$ cat src/rtl/muldiv_pkg.sv
// Shared definitions for the multiply/divide sequencer.
//   - state_t     : sequencer states (IDLE, CALC, FIXUP, DONE)
//   - OP_MULT/DIV : operation select encoding (matches the control unit)
//   - DEF_WIDTH   : default operand width, DEF_CNT_W: default counter width
package muldiv_pkg;

  localparam int unsigned DEF_WIDTH = 32;
  localparam int unsigned DEF_CNT_W = 6;

  localparam logic OP_MULT = 1'b0;
  localparam logic OP_DIV  = 1'b1;

  typedef enum logic [1:0] {
    IDLE  = 2'd0,
    CALC  = 2'd1,
    FIXUP = 2'd2,
    DONE  = 2'd3
  } state_t;

endpackage

$ cat src/rtl/muldiv_iter_core.sv
// Iterative multiply/divide datapath.
//   MULT: Booth radix-2 over WIDTH steps, product = {raw_hi, raw_lo}.
//   DIV : restoring divide on operand magnitudes, raw_hi = remainder,
//         raw_lo = quotient (both unsigned magnitudes).
// Ports:
//   clock, reset (async active-low)
//   load    : capture operands and operation
//   step    : perform one iteration
//   op_div  : 0 = MULT, 1 = DIV (sampled on load)
//   op_uns  : treat operands as unsigned (sampled on load)
//   a, b    : operands
//   raw_hi, raw_lo : raw result words
module muldiv_iter_core
  import muldiv_pkg::*;
#(
  parameter int unsigned WIDTH = DEF_WIDTH
) (
  input  logic             clock,
  input  logic             reset,
  input  logic             load,
  input  logic             step,
  input  logic             op_div,
  input  logic             op_uns,
  input  logic [WIDTH-1:0] a,
  input  logic [WIDTH-1:0] b,
  output logic [WIDTH-1:0] raw_hi,
  output logic [WIDTH-1:0] raw_lo
);

  // Two guard bits: an unsigned multiplicand can double the accumulator
  // magnitude before the shift, and the divide trial subtraction needs a
  // borrow bit above the W+1-bit shifted remainder.
  logic [WIDTH+1:0] acc;
  logic [WIDTH+1:0] mcand;
  logic [WIDTH-1:0] q;
  logic             q_m1;
  logic             div_mode;
  logic             mult_corr;

  logic [WIDTH-1:0] a_mag, b_mag;
  logic [WIDTH+1:0] booth_sum;
  logic [WIDTH:0]   div_shift;
  logic [WIDTH+1:0] div_trial;

  assign a_mag = (!op_uns && a[WIDTH-1]) ? -a : a;
  assign b_mag = (!op_uns && b[WIDTH-1]) ? -b : b;

  always_comb begin
    booth_sum = acc;
    case ({q[0], q_m1})
      2'b01:   booth_sum = acc + mcand;
      2'b10:   booth_sum = acc - mcand;
      default: booth_sum = acc;
    endcase
  end

  assign div_shift = {acc[WIDTH-1:0], q[WIDTH-1]};
  assign div_trial = {1'b0, div_shift} - mcand;

  always_ff @(posedge clock or negedge reset) begin
    if (!reset) begin
      acc       <= '0;
      mcand     <= '0;
      q         <= '0;
      q_m1      <= 1'b0;
      div_mode  <= 1'b0;
      mult_corr <= 1'b0;
    end else if (load) begin
      acc      <= '0;
      q_m1     <= 1'b0;
      div_mode <= op_div;
      if (op_div) begin
        q         <= a_mag;
        mcand     <= {2'b00, b_mag};
        mult_corr <= 1'b0;
      end else begin
        q         <= b;
        mcand     <= {{2{!op_uns && a[WIDTH-1]}}, a};
        mult_corr <= op_uns && b[WIDTH-1];
      end
    end else if (step) begin
      if (div_mode) begin
        if (!div_trial[WIDTH+1]) begin
          acc <= div_trial;
          q   <= {q[WIDTH-2:0], 1'b1};
        end else begin
          acc <= {1'b0, div_shift};
          q   <= {q[WIDTH-2:0], 1'b0};
        end
      end else begin
        acc  <= {booth_sum[WIDTH+1], booth_sum[WIDTH+1:1]};
        q    <= {booth_sum[0], q[WIDTH-1:1]};
        q_m1 <= q[0];
      end
    end
  end

  // Booth over WIDTH steps reads the multiplier as signed; an unsigned
  // multiplier with its top bit set needs the multiplicand added into HI.
  assign raw_hi = mult_corr ? (acc[WIDTH-1:0] + mcand[WIDTH-1:0]) : acc[WIDTH-1:0];
  assign raw_lo = q;

endmodule

$ cat src/rtl/muldiv_sequencer.sv
// Multicycle sequencer for the shared iterative multiply/divide engine.
// Accepts one MULT/DIV request in IDLE, iterates WIDTH cycles, fixes signs,
// then pulses done with HI/LO write strobes. DIV by zero skips the engine
// and pulses done + div_zero without writing HI/LO.
// Ports:
//   clock, reset (async active-low)
//   start, mult_or_div (0 = MULT, 1 = DIV), op_a, op_b
//   op_unsigned (only when MULDIV_UNSIGNED_EN is defined)
//   busy, done, div_zero, hi_write, lo_write, hi_out, lo_out
// Build option: MULDIV_UNSIGNED_EN adds op_unsigned for MULTU/DIVU.
module muldiv_sequencer
  import muldiv_pkg::*;
#(
  parameter int unsigned WIDTH = DEF_WIDTH,
  parameter int unsigned CNT_W = DEF_CNT_W
) (
  input  logic             clock,
  input  logic             reset,
  input  logic             start,
  input  logic             mult_or_div,
`ifdef MULDIV_UNSIGNED_EN
  input  logic             op_unsigned,
`endif
  input  logic [WIDTH-1:0] op_a,
  input  logic [WIDTH-1:0] op_b,
  output logic             busy,
  output logic             done,
  output logic             div_zero,
  output logic             hi_write,
  output logic             lo_write,
  output logic [WIDTH-1:0] hi_out,
  output logic [WIDTH-1:0] lo_out
);

  state_t           state, state_nxt;
  logic [CNT_W-1:0] counter;
  logic             op_div_q;
  logic             sign_a, sign_b;
  logic             dz_flag;
  logic             accept;
  logic             div_req_zero;
  logic             uns_req;
  logic [WIDTH-1:0] raw_hi, raw_lo;
  logic [WIDTH-1:0] fix_hi, fix_lo;

`ifdef MULDIV_UNSIGNED_EN
  assign uns_req = op_unsigned;
`else
  assign uns_req = 1'b0;
`endif

  assign accept       = (state == IDLE) && start;
  assign div_req_zero = (mult_or_div == OP_DIV) && (op_b == '0);

  always_ff @(posedge clock or negedge reset) begin
    if (!reset) state <= IDLE;
    else        state <= state_nxt;
  end

  always_comb begin
    state_nxt = state;
    case (state)
      IDLE:    if (start) state_nxt = div_req_zero ? DONE : CALC;
      CALC:    if (counter == CNT_W'(WIDTH - 1)) state_nxt = FIXUP;
      FIXUP:   state_nxt = DONE;
      DONE:    state_nxt = IDLE;
      default: state_nxt = IDLE;
    endcase
  end

  assign busy     = (state != IDLE);
  assign done     = (state == DONE);
  assign div_zero = (state == DONE) && dz_flag;
  assign hi_write = (state == DONE) && !dz_flag;
  assign lo_write = (state == DONE) && !dz_flag;

  always_ff @(posedge clock or negedge reset) begin
    if (!reset) begin
      counter  <= '0;
      op_div_q <= 1'b0;
      sign_a   <= 1'b0;
      sign_b   <= 1'b0;
      dz_flag  <= 1'b0;
    end else if (accept) begin
      counter  <= '0;
      op_div_q <= mult_or_div;
      sign_a   <= !uns_req && op_a[WIDTH-1];
      sign_b   <= !uns_req && op_b[WIDTH-1];
      dz_flag  <= div_req_zero;
    end else if (state == CALC) begin
      counter <= counter + 1'b1;
    end
  end

  muldiv_iter_core #(
    .WIDTH (WIDTH)
  ) u_core (
    .clock  (clock),
    .reset  (reset),
    .load   (accept),
    .step   (state == CALC),
    .op_div (mult_or_div),
    .op_uns (uns_req),
    .a      (op_a),
    .b      (op_b),
    .raw_hi (raw_hi),
    .raw_lo (raw_lo)
  );

  // Booth already yields a signed product; only DIV needs sign restoration.
  always_comb begin
    fix_hi = raw_hi;
    fix_lo = raw_lo;
    if (op_div_q) begin
      if (sign_a ^ sign_b) fix_lo = -raw_lo;
      if (sign_a)          fix_hi = -raw_hi;
    end
  end

  always_ff @(posedge clock or negedge reset) begin
    if (!reset) begin
      hi_out <= '0;
      lo_out <= '0;
    end else if (state == FIXUP) begin
      hi_out <= fix_hi;
      lo_out <= fix_lo;
    end
  end

endmodule
$ cat config.mk
export PLATFORM = sky130hd
export DESIGN_NAME = muldiv_sequencer
export DESIGN_NICKNAME = d
export VERILOG_FILES = /design/src/rtl/muldiv_pkg.sv /design/src/rtl/muldiv_iter_core.sv /design/src/rtl/muldiv_sequencer.sv
export SDC_FILE = /design/constraint.sdc
export NUM_CORES = 1
export LEC_CHECK = 0
export BUFFER_PORTS_ARGS = -buffer_cell sky130_fd_sc_hd__buf_2
export CAP_MARGIN = 40
export CORE_AREA = 4 4 216 218
export CTS_BUF_LIST = sky130_fd_sc_hd__clkbuf_2
export CTS_CLUSTER_DIAMETER = 80
export DETAILED_ROUTE_END_ITERATION = 12
export DIE_AREA = 0 0 220 222
export HOLD_SLACK_MARGIN = 0.12
export PLACE_DENSITY = 0.54
export SYNTH_ARGS = -nofsm -noshare
export SYNTH_HDL_FRONTEND = slang
export SYNTH_SLANG_ARGS = --single-unit
export TNS_END_PERCENT = 10
$ cat constraint.sdc
create_clock -name clock -period 9.45 [get_ports clock]
set_input_delay 0 -clock clock [delete_from_list [all_inputs] [get_ports clock]]
set_output_delay 0 -clock clock [all_outputs]
set_load 0.01 [all_outputs]
==> metrics <==
DRT antenna net count 0; Int Pwr 3.69 mW; simple-gate area share of the yosys netlist 0.180; CP Max Fanout 6; Synth area leaders dfrtp_1, o21ai_0, ha_1, xnor2_1, a21oi_1; IO Pins 137; Clock transition at path regs 380 ps; Post-Syn Area 15500 µm²; Synth cell types 67; post-place instance area 16600 µm²; first-pass GRT wire length 92.1 mm; portion of netlist area occupied by mux cells 0.0342; Ys Warns 0; largest family of logic cells by synthesized area compound AO/OA/AOI/OAI gates; Synth Area in Adders 0.0657; Placer Congestion 0.964; Fmax achieved 200 MHz; Post-Syn Nets 2134; largest net degree at the start of global routing 84; Core Area 44900 µm²; buffers added on ports 136; fillcell total 4563; All-Layer GR Usage 0.239; die height 222 µm; cell count after synthesis 1986; Initial DRT Pass Iterations 6; latest clock arrival within the worst-skew pair 1150 ps; RSZ-0062 raised after global routing false; Post-Route WL 59.2 mm; sequential element share of the synthesized area 0.285; Synth Flop Type dfrtp_1; Root Driver clkbuf_2; biggest area consumer among synthesized cells dfrtp_1; Crit. End Element register; VDD IR max 0.180 mV; crit path DAT 6140 ps; chip width 220 µm; Setup CP Type register to register; std cell rows 78; multi-input logic area 10300 µm²; Clk pwr share 0.054; Hold Path Class primary input to register; global route overflow 0; post-synth top area share 0.285; CTS tree yes; post-DP HPWL 42.3 mm; Nets 2412; Post-CTS Hold Buffers 233; crit start category register; clock sink count 176; htree depth 4; post-CTS resize count 0; Synth Area in Compound Gates 0.271; layout cells sized above 1 0.0944; sw power 4.52 mW; # DRC 0; number of global-route vias before repair 16000; Setup Fix Bufs, Post-CTS 0; vias per inst 5.69; vias 16400; Starting Density 0.345; Tcrit/Tclk final 0.530; Comb power frac 0.746; Pins Over Slew Limit 0; static leakage 7.88 nW; Sequential Power Share 0.200; WL/cell 20.5 µm; Sw Ratio 0.551; ys async rst share 1.00; antenna violations before repair 2; Crit path required time 10580 ps; Mapped Avg Cell Area 7.79 µm²; initial drt markers 1508; FF+latch count, synth 176; Post-Synth XOR/XNOR Area 0.114; post-layout minimum cycle time 5010 ps; CTS Buffer Depth 2; Final TNS setup 0 ps; Post-synth EDFFs 0; Worst Hold Slack 254 ps; maxcap violations 0; TritonCTS buffer count 17; Final Skew 118 ps; Hold Vio Cnt, Final 0; Slew @ Worst Pin 920 ps; pwr dens 427 nW/µm²; Reg area 4410 µm²; Slew HR 0.386; outcome completed; Setup WS post-layout 4440 ps; die area 48800 µm²; design area 19200 µm²; area grow syn2layout 24.3%; # setup viols final 0; Place WS 4300 ps
## cells in the final DEF (no fill, tap or decap), types with 34 or more instances in the layout
cell type / instances
nor2_1: 153
inv_1: 71
a21oi_1: 178
o31ai_1: 34
ha_1: 76
o211ai_1: 71
nand2_1: 218
o21ai_0: 210
xnor2_1: 102
dlygate4sd3_1: 232
nor3_1: 41
nand3_1: 36
xor2_1: 100
buf_2: 134
mux2i_1: 44
dfrtp_1: 175
## layout make-up
cell class	count	share of cell area
diodes	4	0.000520
clock buffers	17	0.00442
clock inverters	15	0.00781
inverters	71	0.0139
multi-input cells	1608	0.537
flip-flops and latches	176	0.229
well taps	600	0.0390
repair buffers	390	0.168
## final timing paths
check	start	endpoint	slack, ps	cells past startpoint
max	u_core.mcand[5]$_DFFE_PN0P_	u_core.acc[32]$_DFFE_PN0P_	4440	16
min	op_b[7]	u_core.mcand[10]$_DFFE_PN0P_	250	8
max reg2reg	u_core.mcand[5]$_DFFE_PN0P_	u_core.acc[32]$_DFFE_PN0P_	4440	16
min reg2reg	lo_out[22]$_DFFE_PN0P_	lo_out[22]$_DFFE_PN0P_	550	1
max in group asynchronous	reset	u_core.mcand[11]$_DFFE_PN0P_	7690	6
min in group asynchronous	reset	u_core.mcand[20]$_DFFE_PN0P_	470	5
## cells by family after synthesis
group,after synthesis
AO/OA/AOI/OAI,676
AND/OR/NAND/NOR,598
XOR/XNOR,202
buffers and inverters,202
flip-flops,176
adder cells (fa/ha/maj),80
multiplexers,52
## registers in the layout, indices dropped and copies added, names as in the netlist
name / cells
u_core.q_m1: 1
u_core.div_mode: 1
lo_out: 32
sign_a: 1
hi_out: 32
sign_b: 1
u_core.raw_lo: 32
counter: 6
u_core.mcand: 33
dz_flag: 1
u_core.acc: 34
state: 2
## per-stage QoR
step / std cells / util / power, mW
finish: 2881 / 0.428 / 8.22
global route: 2881 / 0.428 / 8.90
CTS: 2876 / 0.428 / 8.10
detailed placement: 2611 / 0.370 / 7.33
global placement: 2608 / 0.369 / 7.25
floorplan: 1986 / - / 5.61
## power by group through the flow
stage	combinational (mW)	clock (mW)	sequential, mW
floorplan	4.13	0	1.48
global placement	5.62	0	1.63
detailed placement	5.69	0	1.64
CTS	6.02	0.459	1.62
global route	6.72	0.489	1.69
finish	6.13	0.445	1.64
## worst max-delay path: stages, from the launching register on
cell and delay, ps:
dfrtp_1 460, nor4_1 560, and2_1 310, nand3_1 180, nor4_1 740, nor2_1 110
xnor2_1 170, ha_1 360, a21oi_1 220, o21ai_0 140, a221oi_1 350, o21a_1 220
o21ai_0 150, o311ai_0 480, nand4_1 190, a211o_1 350, nand3_1 100
## metal layers
| layer | global-route usage | part of all wire |
|---|---|---|
| met5 | 0 | 0 |
| met4 | 0.0855 | 0.034 |
| met3 | 0.0389 | 0.062 |
| met2 | 0.381 | 0.46 |
| met1 | 0.327 | 0.44 |
## cell usage after synthesis (16+ instances only)
library cell,instances
ha_1,78
o31ai_1,34
a31oi_1,25
inv_1,71
clkbuf_1,118
o21ai_0,210
nand2_1,218
xor2_1,100
a21o_1,28
a211o_1,16
nand2b_1,17
dfrtp_1,176
nor2_1,155
nor3_1,41
nand3_1,36
mux2i_1,45
a211oi_1,22
nor4_1,17
o211ai_1,71
nand4_1,22
a21oi_1,178
xnor2_1,102
No activity file was read; power rests on OpenSTA's default activity.
